## src/rtl/fp_add_pkg.sv

```systemverilog
// Shared definitions for the pipelined floating-point adder: flag bit
// positions, operand classes and packing helpers for canonical results.
package fp_add_pkg;

   localparam int FLG_INVALID  = 2;
   localparam int FLG_OVERFLOW = 1;
   localparam int FLG_INEXACT  = 0;

   // Helpers build words up to this width; callers truncate to their format.
   localparam int PACK_W = 64;

   typedef enum logic [2:0] {
      CLS_ZERO,
      CLS_NORM,
      CLS_INF,
      CLS_QNAN,
      CLS_SNAN
   } fp_cls_e;

   // Canonical quiet NaN: positive, all-ones exponent, fraction MSB set.
   function automatic logic [PACK_W-1:0] pack_qnan(input int exp_w, input int man_w);
      logic [PACK_W-1:0] v;
      v = ((PACK_W'(1) << exp_w) - PACK_W'(1)) << man_w;
      v = v | (PACK_W'(1) << (man_w - 1));
      return v;
   endfunction

   // Signed infinity: all-ones exponent, zero fraction.
   function automatic logic [PACK_W-1:0] pack_inf(input logic sign, input int exp_w, input int man_w);
      logic [PACK_W-1:0] v;
      v = ((PACK_W'(1) << exp_w) - PACK_W'(1)) << man_w;
      v = v | (PACK_W'(sign) << (exp_w + man_w));
      return v;
   endfunction

endpackage

```

## src/rtl/fp_add_pipe_lzc.sv

```systemverilog
// Purely combinational leading-zero counter used by the normalise stage.
// An all-zero input reports W.
module fp_lzc #(
   parameter int W     = 15,
   parameter int CNT_W = $clog2(W + 1)
) (
   input  logic [W-1:0]     i_data,
   output logic [CNT_W-1:0] o_count
);

   logic w_found;

   // Scan from the MSB down; the first set bit fixes the count.
   always_comb begin
      o_count = CNT_W'(W);
      w_found = 1'b0;
      for (int i = W - 1; i >= 0; i--) begin
         if (!w_found && i_data[i]) begin
            o_count = CNT_W'(W - 1 - i);
            w_found = 1'b1;
         end
      end
   end

endmodule

```

## src/rtl/fp_add_pipe.sv

```systemverilog
// Four-stage pipelined floating-point adder/subtractor with round-to-nearest-
// even, DAZ/FTZ, special-value handling and {invalid, overflow, inexact} flags.
// Stages: 1 unpack/compare, 2 align, 3 add/sub, 4 normalise/round/pack.
module fp_add_pipe
   import fp_add_pkg::*;
#(
   parameter int EXP_W = 5,
   parameter int MAN_W = 10,
   parameter int W     = 1 + EXP_W + MAN_W
) (
   input  logic         clk73,
   input  logic         reset73,
   input  logic         in_valid73,
   output logic         in_ready73,
   input  logic         op_sub73,
   input  logic [W-1:0] number_a73,
   input  logic [W-1:0] number_b73,
   output logic         out_valid73,
   input  logic         out_ready73,
   output logic [W-1:0] result73,
   output logic [2:0]   flags73
);

   localparam int SIG_W = MAN_W + 1;   // hidden bit + fraction
   localparam int ALN_W = MAN_W + 4;   // significand + guard, round, sticky
   localparam int SUM_W = MAN_W + 5;   // aligned width + carry
   localparam int RND_W = MAN_W + 2;   // rounding carry + significand
   localparam int XW    = EXP_W + 2;   // exponent with headroom and sign
   localparam int LZ_W  = $clog2(SUM_W + 1);
   localparam logic [XW-1:0] EXP_MAX = XW'((1 << EXP_W) - 1);
   localparam logic [W-1:0]  QNAN    = W'(pack_qnan(EXP_W, MAN_W));

   // Control that rides alongside the datapath; a special result decided in
   // stage 1 replaces the stage-4 arithmetic result without changing latency.
   typedef struct packed {
      logic             spec;
      logic [W-1:0]     spec_res;
      logic [2:0]       spec_flg;
      logic             sign;
      logic [EXP_W-1:0] exp;
   } side_t;

   function automatic fp_cls_e classify(input logic [EXP_W-1:0] e, input logic [MAN_W-1:0] f);
      fp_cls_e c;
      if (e == '0)          c = CLS_ZERO;   // subnormals flush to zero here
      else if (e != '1)     c = CLS_NORM;
      else if (f == '0)     c = CLS_INF;
      else if (f[MAN_W-1])  c = CLS_QNAN;
      else                  c = CLS_SNAN;
      return c;
   endfunction

   // Handshake: the whole pipe advances only when w_en = !out_valid73 | out_ready73,
   // which is also in_ready73. Operands transfer on in_valid73 & in_ready73,
   // results on out_valid73 & out_ready73; while w_en is low every stage holds
   // its data, valid and flags, so result73/flags73 stay stable under stall.
   logic w_en;

   logic         r1_v, r2_v, r3_v, r_v4;
   side_t        r1_side, r2_side, r3_side;
   logic         r1_eff_sub, r2_eff_sub;
   logic [SIG_W-1:0] r1_ml, r1_ms;
   logic [EXP_W-1:0] r1_diff;
   logic [ALN_W-1:0] r2_large, r2_small;
   logic [SUM_W-1:0] r3_sum;
   logic [W-1:0] r_result;
   logic [2:0]   r_flags;

   assign w_en        = !r_v4 | out_ready73;
   assign in_ready73  = w_en;
   assign out_valid73 = r_v4;
   assign result73    = r_result;
   assign flags73     = r_flags;

   // ---------------- Stage 1: unpack / compare ----------------
   logic             w_sa, w_sb, w_sl, w_ss, w_swap;
   logic [EXP_W-1:0] w_ea, w_eb, w_el, w_es;
   logic [MAN_W-1:0] w_fa, w_fb;
   logic [SIG_W-1:0] w_ma, w_mb, w_ml, w_ms;
   fp_cls_e          w_ca, w_cb;
   side_t            w_side1;

   assign w_sa = number_a73[W-1];
   assign w_ea = number_a73[W-2 -: EXP_W];
   assign w_fa = number_a73[MAN_W-1:0];
   assign w_sb = number_b73[W-1] ^ op_sub73;
   assign w_eb = number_b73[W-2 -: EXP_W];
   assign w_fb = number_b73[MAN_W-1:0];
   assign w_ca = classify(w_ea, w_fa);
   assign w_cb = classify(w_eb, w_fb);
   assign w_ma = (w_ca == CLS_ZERO) ? '0 : {1'b1, w_fa};
   assign w_mb = (w_cb == CLS_ZERO) ? '0 : {1'b1, w_fb};

   // Larger magnitude goes to the "large" lane: exponent first, then significand.
   assign w_swap = {w_eb, w_mb} > {w_ea, w_ma};
   assign w_sl   = w_swap ? w_sb : w_sa;
   assign w_ss   = w_swap ? w_sa : w_sb;
   assign w_el   = w_swap ? w_eb : w_ea;
   assign w_es   = w_swap ? w_ea : w_eb;
   assign w_ml   = w_swap ? w_mb : w_ma;
   assign w_ms   = w_swap ? w_ma : w_mb;

   // Resolve special operands in priority order: NaN, Inf-Inf, Inf, zeros.
   always_comb begin
      w_side1          = '0;
      w_side1.sign     = w_sl;
      w_side1.exp      = w_el;
      if (w_ca == CLS_QNAN || w_ca == CLS_SNAN || w_cb == CLS_QNAN || w_cb == CLS_SNAN) begin
         w_side1.spec     = 1'b1;
         w_side1.spec_res = QNAN;
         w_side1.spec_flg[FLG_INVALID] = (w_ca == CLS_SNAN) || (w_cb == CLS_SNAN);
      end else if (w_ca == CLS_INF && w_cb == CLS_INF && w_sa != w_sb) begin
         w_side1.spec     = 1'b1;
         w_side1.spec_res = QNAN;
         w_side1.spec_flg[FLG_INVALID] = 1'b1;
      end else if (w_ca == CLS_INF) begin
         w_side1.spec     = 1'b1;
         w_side1.spec_res = W'(pack_inf(w_sa, EXP_W, MAN_W));
      end else if (w_cb == CLS_INF) begin
         w_side1.spec     = 1'b1;
         w_side1.spec_res = W'(pack_inf(w_sb, EXP_W, MAN_W));
      end else if (w_ca == CLS_ZERO && w_cb == CLS_ZERO) begin
         w_side1.spec     = 1'b1;
         w_side1.spec_res = {w_sa & w_sb, {(W-1){1'b0}}};
      end else if (w_ca == CLS_ZERO) begin
         w_side1.spec     = 1'b1;
         w_side1.spec_res = {w_sb, w_eb, w_fb};
      end else if (w_cb == CLS_ZERO) begin
         w_side1.spec     = 1'b1;
         w_side1.spec_res = {w_sa, w_ea, w_fa};
      end
   end

   // Stage 1 register: classified, ordered operands.
   always_ff @(posedge clk73 or negedge reset73) begin
      if (!reset73) begin
         r1_v       <= 1'b0;
         r1_side    <= '0;
         r1_eff_sub <= 1'b0;
         r1_ml      <= '0;
         r1_ms      <= '0;
         r1_diff    <= '0;
      end else if (w_en) begin
         r1_v       <= in_valid73;
         r1_side    <= w_side1;
         r1_eff_sub <= w_sl ^ w_ss;
         r1_ml      <= w_ml;
         r1_ms      <= w_ms;
         r1_diff    <= w_el - w_es;
      end
   end

   // ---------------- Stage 2: align ----------------
   int                 w_shamt;
   logic [2*ALN_W-1:0] w_wide;
   logic [ALN_W-1:0]   w_small;

   // Shift the small significand into a double-width field; everything that
   // lands in the lower half was shifted out and folds into sticky. Clamping
   // the shift keeps all lost bits inside that lower half.
   always_comb begin
      w_shamt = (int'(r1_diff) > ALN_W) ? ALN_W : int'(r1_diff);
      w_wide  = {r1_ms, 3'b000, {ALN_W{1'b0}}} >> w_shamt;
      w_small = {w_wide[2*ALN_W-1:ALN_W+1], w_wide[ALN_W] | (|w_wide[ALN_W-1:0])};
   end

   // Stage 2 register: aligned significands.
   always_ff @(posedge clk73 or negedge reset73) begin
      if (!reset73) begin
         r2_v       <= 1'b0;
         r2_side    <= '0;
         r2_eff_sub <= 1'b0;
         r2_large   <= '0;
         r2_small   <= '0;
      end else if (w_en) begin
         r2_v       <= r1_v;
         r2_side    <= r1_side;
         r2_eff_sub <= r1_eff_sub;
         r2_large   <= {r1_ml, 3'b000};
         r2_small   <= w_small;
      end
   end

   // ---------------- Stage 3: add / subtract ----------------
   logic [SUM_W-1:0] w_sum;

   // Large minus small never goes negative thanks to the stage-1 ordering.
   assign w_sum = r2_eff_sub ? ({1'b0, r2_large} - {1'b0, r2_small})
                             : ({1'b0, r2_large} + {1'b0, r2_small});

   // Stage 3 register: raw sum with carry.
   always_ff @(posedge clk73 or negedge reset73) begin
      if (!reset73) begin
         r3_v    <= 1'b0;
         r3_side <= '0;
         r3_sum  <= '0;
      end else if (w_en) begin
         r3_v    <= r2_v;
         r3_side <= r2_side;
         r3_sum  <= w_sum;
      end
   end

   // ---------------- Stage 4: normalise / round / pack ----------------
   logic [LZ_W-1:0]  w_lz, w_lsh;
   logic [SUM_W-1:0] w_norm;
   logic [XW-1:0]    w_exp_n, w_exp_f;
   logic [RND_W-1:0] w_rnd;
   logic [MAN_W-1:0] w_frac_f;
   logic             w_g, w_r, w_st, w_rup, w_ovf, w_ftz;
   logic [W-1:0]     w_res;
   logic [2:0]       w_flg;

   fp_lzc #(.W(SUM_W)) u_lzc (
      .i_data  (r3_sum),
      .o_count (w_lz)
   );

   // The carry bit is always zero on the left-shift path, so one zero is expected.
   assign w_lsh = w_lz - LZ_W'(1);

   // Normalise, round to nearest even, then choose Inf / FTZ / normal / special.
   always_comb begin
      w_norm  = '0;
      w_exp_n = '0;
      if (r3_sum[SUM_W-1]) begin
         w_norm  = {1'b0, r3_sum[SUM_W-1:2], r3_sum[1] | r3_sum[0]};
         w_exp_n = XW'(r3_side.exp) + XW'(1);
      end else begin
         w_norm  = r3_sum << w_lsh;
         w_exp_n = XW'(r3_side.exp) - XW'(w_lsh);
      end
      w_g      = w_norm[2];
      w_r      = w_norm[1];
      w_st     = w_norm[0];
      w_rup    = w_g & (w_r | w_st | w_norm[3]);
      w_rnd    = {1'b0, w_norm[MAN_W+3:3]} + RND_W'(w_rup);
      w_exp_f  = w_rnd[RND_W-1] ? (w_exp_n + XW'(1)) : w_exp_n;
      w_frac_f = w_rnd[RND_W-1] ? w_rnd[MAN_W:1] : w_rnd[MAN_W-1:0];
      w_ovf    = !w_exp_f[XW-1] && (w_exp_f >= EXP_MAX);
      w_ftz    = w_exp_f[XW-1] || (w_exp_f == '0);

      w_res = '0;
      w_flg = '0;
      if (r3_side.spec) begin
         w_res = r3_side.spec_res;
         w_flg = r3_side.spec_flg;
      end else if (r3_sum == '0) begin
         w_res = '0;
      end else if (w_ovf) begin
         w_res = W'(pack_inf(r3_side.sign, EXP_W, MAN_W));
         w_flg[FLG_OVERFLOW] = 1'b1;
         w_flg[FLG_INEXACT]  = 1'b1;
      end else if (w_ftz) begin
         w_res = {r3_side.sign, {(W-1){1'b0}}};
         w_flg[FLG_INEXACT] = 1'b1;
      end else begin
         w_res = {r3_side.sign, w_exp_f[EXP_W-1:0], w_frac_f};
         w_flg[FLG_INEXACT] = w_g | w_r | w_st;
      end
   end

   // Stage 4 register: packed result presented to the consumer.
   always_ff @(posedge clk73 or negedge reset73) begin
      if (!reset73) begin
         r_v4     <= 1'b0;
         r_result <= '0;
         r_flags  <= '0;
      end else if (w_en) begin
         r_v4     <= r3_v;
         r_result <= w_res;
         r_flags  <= w_flg;
      end
   end

endmodule

```

## config.mk

```make
export PLATFORM = sky130hd
export DESIGN_NAME = fp_add_pipe
export DESIGN_NICKNAME = d
export VERILOG_FILES = /design/src/rtl/fp_add_pkg.sv /design/src/rtl/fp_add_pipe_lzc.sv /design/src/rtl/fp_add_pipe.sv
export SDC_FILE = /design/constraint.sdc
export NUM_CORES = 1
export LEC_CHECK = 0
export CORE_AREA = 3 3 160 162
export DETAILED_ROUTE_END_ITERATION = 10
export DIE_AREA = 0 0 163 165
export DONT_BUFFER_PORTS = 1
export GPL_TIMING_DRIVEN = 0
export PLACE_DENSITY = 0.65
export SYNTH_ARGS = -nofsm -noshare
export SYNTH_HDL_FRONTEND = slang
export SYNTH_SLANG_ARGS = --single-unit
```

## constraint.sdc

```tcl
create_clock -name clk73 -period 4.75 [get_ports clk73]
set_input_delay 0.95 -clock clk73 [delete_from_list [all_inputs] [get_ports clk73]]
set_output_delay 0.95 -clock clk73 [all_outputs]
set_load 0.02 [all_outputs]
```

==> results by group <==
Outcome
  • Outcome: finished, final reports clean

Timing
  • Clock skew after layout: 11.3 ps
  • Slew of the pin with the lowest slew margin: 904 ps
  • Final critical-path share of the clock period: 0.975
  • Setup_tns: 0 ps
  • Pins over their slew limit: 0
  • Final min period: 4630 ps
  • Maximum frequency from static timing analysis: 216 MHz
  • # setup viols final: 0
  • Worst slew margin relative to its limit: 0.398
  • Count of final hold-check violations: 0

GRT
  • Overall global routing resource usage: 0.262
  • Global route total overflow: 0
  • Pin count of the biggest net entering global routing: 165
  • Via count of the first global-routing pass: 10.1k
  • Number of antenna violations at the first check in global routing: 1
  • First-pass GRT wire length: 55600 um

Power
  • Proportion of power drawn by flip-flops and latches: 0.210
  • Leak Pwr: 0.00561 uW
  • Total power of the final layout: 11400 uW
  • Share of power burned in the clock network: 0.120
  • Sw Share: 0.501
  • Net switching power of the design: 5700 uW
  • Power Dens Cells: 904 nW/um^2
  • Maximum ir drop on the vdd rail: 0.521 mV
  • Fraction of power consumed by combinational cells: 0.671
  • Internal power component: 5680 uW

Setup path
  • Most used cell, CP: sky130_fd_sc_hd__buf_6
  • Biggest cell delay along the critical path: 500 ps
  • Crit path DAT: 4960 ps
  • Launching element of the worst setup path: r3_sum[9]$_DFFE_PN0P_
  • Critical path's slowest cell: sky130_fd_sc_hd__or4_1
  • Class of the most critical setup path: reg2reg
  • CP startpoint kind: flip-flop
  • Cells along the critical path: buf_6 -> nor4_4 -> nand3_2 -> nor3_4 -> or2_4 -> ha_4 -> xnor2_4 -> buf_2 -> nor3_1 -> a311oi_1 -> a21oi_1 -> a22oi_2 -> nand4_1 -> or2_1 -> buf_6 -> or4_1 -> a31o_1
  • Worst setup EP type: flip-flop
  • Worst flop-to-flop path startpoint: r3_sum[9]$_DFFE_PN0P_
  • CP Data Required Time: 5080 ps
  • FF-to-FF setup slack: 120 ps
  • Worst R2R End: result73[13]$_DFFE_PN0P_
  • Worst Reg-to-Reg Cells: 17
  • Maximum net fanout on the critical path: 10

Drt
  • Total vias in the final route: 10.3k
  • Per-cell via count in the routed design: 5.87
  • Drc violations: 0
  • Drt first pass iters: 5
  • First DRT Iteration DRCs: 894
  • Total Routed Length: 35000 um
  • Final ANT Viol Nets: 0
  • Routed length per instance: 20.0 um

Floorplan
  • Floorplan die area: 26900 sq um
  • Height of the chip: 165 um
  • Number of placement rows: 57
  • Overall die width: 163 um
  • Num ports: 58
  • Initial standard-cell utilization of the core: 0.450
  • Floorplan Core Area: 24200 sq um

Clocking
  • Count of hold-fix buffers inserted at cts: 0
  • Clock tree buffer depth: 2
  • Clock buffers created by TritonCTS: 17
  • Number of H-tree levels: 4
  • Clock-pin transition on the worst setup and hold timing paths: 80 ps
  • Latest clock arrival within the worst-skew pair: 440 ps
  • CTS sink count: 164
  • CTS Root Cell: sky130_fd_sc_hd__clkbuf_16
  • CTS tree: done

Synth
  • Count of yosys warnings during synthesis: 0
  • Average cell area after synthesis: 8.03 sq um
  • Dominant synthesized flop cell: sky130_fd_sc_hd__dfrtp_1
  • Cell accounting for the most synthesized area: sky130_fd_sc_hd__dfrtp_1
  • Total of flip-flops plus latches after synthesis: 164
  • Share of Yosys cell area claimed by the top area cell type: 0.376
  • Post-Syn Area: 10900 sq um
  • Post-synth net total: 1448
  • Top area cells in the synthesized netlist: sky130_fd_sc_hd__dfrtp_1 38%, sky130_fd_sc_hd__nand2_1 11%, sky130_fd_sc_hd__ha_1 5.7%, sky130_fd_sc_hd__o21ai_0 4.6%, sky130_fd_sc_hd__a21oi_1 4.2%
  • Post-Synth Simple-Gate Area: 0.241
  • Synth Area in Compound Gates: 0.214
  • Number of flops mapped to enable cells by yosys: 0
  • Async set or reset register ratio after synthesis: 1.00
  • Number of library cell types mapped by synthesis: 82
  • Xor/xnor share of the synthesized area: 0.0193
  • Post-synthesis share of cell area spent on full adders, half adders and majority gates: 0.0619
  • Multiplexer share of the synthesized area: 0.0377
  • Dominant combinational cell family by area after synthesis: simple AND/OR/NAND/NOR gates
  • Sequential area share after synthesis: 0.376
  • Mapped Cells: 1359

Final layout
  • Fillers: 2410
  • Leading cell type in the layout, fill and taps excluded: sky130_fd_sc_hd__nand2_1
  • Fraction of layout instances using a drive strength above 1: 0.115
  • Count of placed standard cells in the final layout, fillers left out: 1754
  • Most frequent cells in the layout: 304 x sky130_fd_sc_hd__nand2_1, 162 x sky130_fd_sc_hd__dfrtp_1, 98 x sky130_fd_sc_hd__nor2_1, 97 x sky130_fd_sc_hd__o21ai_0, 89 x sky130_fd_sc_hd__a21oi_1
  • Area grow syn2layout: 15.4%
  • Layout net count: 1505

Placement
  • Final weighted congestion in routability-driven placement: 0.954
  • Post-DP HPWL: 25800 um
  • Count of input and output buffers: 0
  • Number of cells in the design after placement: 1683

Hold path
  • Worst hold path type: in2async

Job
  • Max Cap Viol: 0
[state kept, by name, indices dropped and copies added, names as in the netlist]
name	flops
flags73	3
out_valid73	1
r1_diff	5
r1_eff_sub	1
r1_ml	11
r1_ms	11
r1_side	24
r1_v	1
r2_eff_sub	1
r2_large	11
r2_side	24
r2_small	14
r2_v	1
r3_side	24
r3_sum	15
r3_v	1
result73	16
[critical path, delay by kind of cell (launching register included)]
family	cells	cell delay, ps
xor+xnor	1	150
compound gates	4	1000
fa+ha+maj	1	220
flops	1	370
buf+inv	3	550
simple gates	8	2210
[layer usage]
metal | global-route usage | wire length (um) | vias up
met1 | 0.348 | 15300 | 4925
li1 | - | - | 4931
met3 | 0.0534 | 2310 | 80
met2 | 0.436 | 16300 | 352
met5 | 0 | 0 | -
met4 | 0.0738 | 1070 | 0
[synthesized netlist by cell type, types with 4 or more instances]
master,count
sky130_fd_sc_hd__o211ai_1,13
sky130_fd_sc_hd__a211oi_1,6
sky130_fd_sc_hd__nor2_1,98
sky130_fd_sc_hd__and3_1,17
sky130_fd_sc_hd__o21a_1,10
sky130_fd_sc_hd__a311oi_1,9
sky130_fd_sc_hd__buf_6,4
sky130_fd_sc_hd__nand4_1,13
sky130_fd_sc_hd__clkbuf_1,61
sky130_fd_sc_hd__o31ai_1,16
sky130_fd_sc_hd__buf_2,4
sky130_fd_sc_hd__nand3_1,37
sky130_fd_sc_hd__nor4_1,5
sky130_fd_sc_hd__o21bai_1,8
sky130_fd_sc_hd__ha_1,50
sky130_fd_sc_hd__nor3_1,31
sky130_fd_sc_hd__a22oi_1,17
sky130_fd_sc_hd__xor2_1,8
sky130_fd_sc_hd__o22a_1,8
sky130_fd_sc_hd__a21o_1,9
sky130_fd_sc_hd__and2_1,15
sky130_fd_sc_hd__a31oi_1,16
sky130_fd_sc_hd__nand2_1,306
sky130_fd_sc_hd__a221o_1,4
sky130_fd_sc_hd__buf_1,11
sky130_fd_sc_hd__mux2i_1,31
sky130_fd_sc_hd__dfrtp_1,164
sky130_fd_sc_hd__a21boi_0,4
sky130_fd_sc_hd__inv_1,50
sky130_fd_sc_hd__or4_1,5
sky130_fd_sc_hd__o21ai_0,101
sky130_fd_sc_hd__xnor2_1,16
sky130_fd_sc_hd__a221oi_1,7
sky130_fd_sc_hd__or2_2,10
sky130_fd_sc_hd__a21oi_1,92
sky130_fd_sc_hd__nand2b_1,13
sky130_fd_sc_hd__o22ai_1,9
sky130_fd_sc_hd__nor2b_1,8
[through the flow]
| step | setup slack [ps] | util | hold slack, ps | cell area [sq um] |
|---|---|---|---|---|
| 6_report | 120 | 0.519 | 211 | 12600 |
| 3_5_place_dp | -1300 | 0.469 | 448 | 11400 |
| 4_1_cts | 11.0 | 0.509 | 199 | 12300 |
| 3_3_place_gp | -1380 | 0.469 | 443 | 11400 |
| 5_1_grt | -60.9 | 0.519 | 193 | 12600 |
| 2_1_floorplan | 23.4 | - | 430 | 11000 |
[what timing repair did]
item | CTS | global route
setup buffers | 29 | 17
endpoints found under the setup margin | 17 | 20
gates resized for setup | 41 | 40
pin swaps | 17 | 27
[power groups by stage]
stage | registers [uW] | clock network (uW) | logic [uW]
2_1_floorplan | 2210 | 0 | 4600
3_3_place_gp | 2320 | 0 | 6190
3_5_place_dp | 2330 | 0 | 6190
4_1_cts | 2360 | 1380 | 6910
5_1_grt | 2440 | 1440 | 8310
6_report | 2390 | 1360 | 7630
[layout make-up]
type,count,area (sq um),share of cell area
Multi-Input combinational cell,1061,6590,0.524
Sequential cell,164,4110,0.326
Clock buffer,17,425,0.0338
Tap cell,324,405,0.0322
Buffer,74,347,0.0275
Timing Repair Buffer,45,342,0.0271
Inverter,53,209,0.0166
Clock inverter,15,158,0.0125
Antenna cell,1,2.50,0.000199
[kinds of logic after synthesis]
logic type                 after synthesis
adders and majority gates               53
AOI/OAI and AO/OA                      365
buffers and inverters                  134
xor gates and xnor gates                24
and+or+nand+nor                        582
DFF                                    164
muxes                                   37
[worst max path at each step]
stage / slack (ps) / to / depth (start not counted)
after detailed placement: -1300 / result73[11]$_DFFE_PN0P_ / 16
final: 120 / result73[13]$_DFFE_PN0P_ / 17
after global routing: -60 / result73[13]$_DFFE_PN0P_ / 18
after floorplan: 20 / result73[10]$_DFFE_PN0P_ / 20
after global placement: -1380 / result73[10]$_DFFE_PN0P_ / 16
after CTS: 10 / result73[13]$_DFFE_PN0P_ / 18
(Power assumes the default switching activity.)
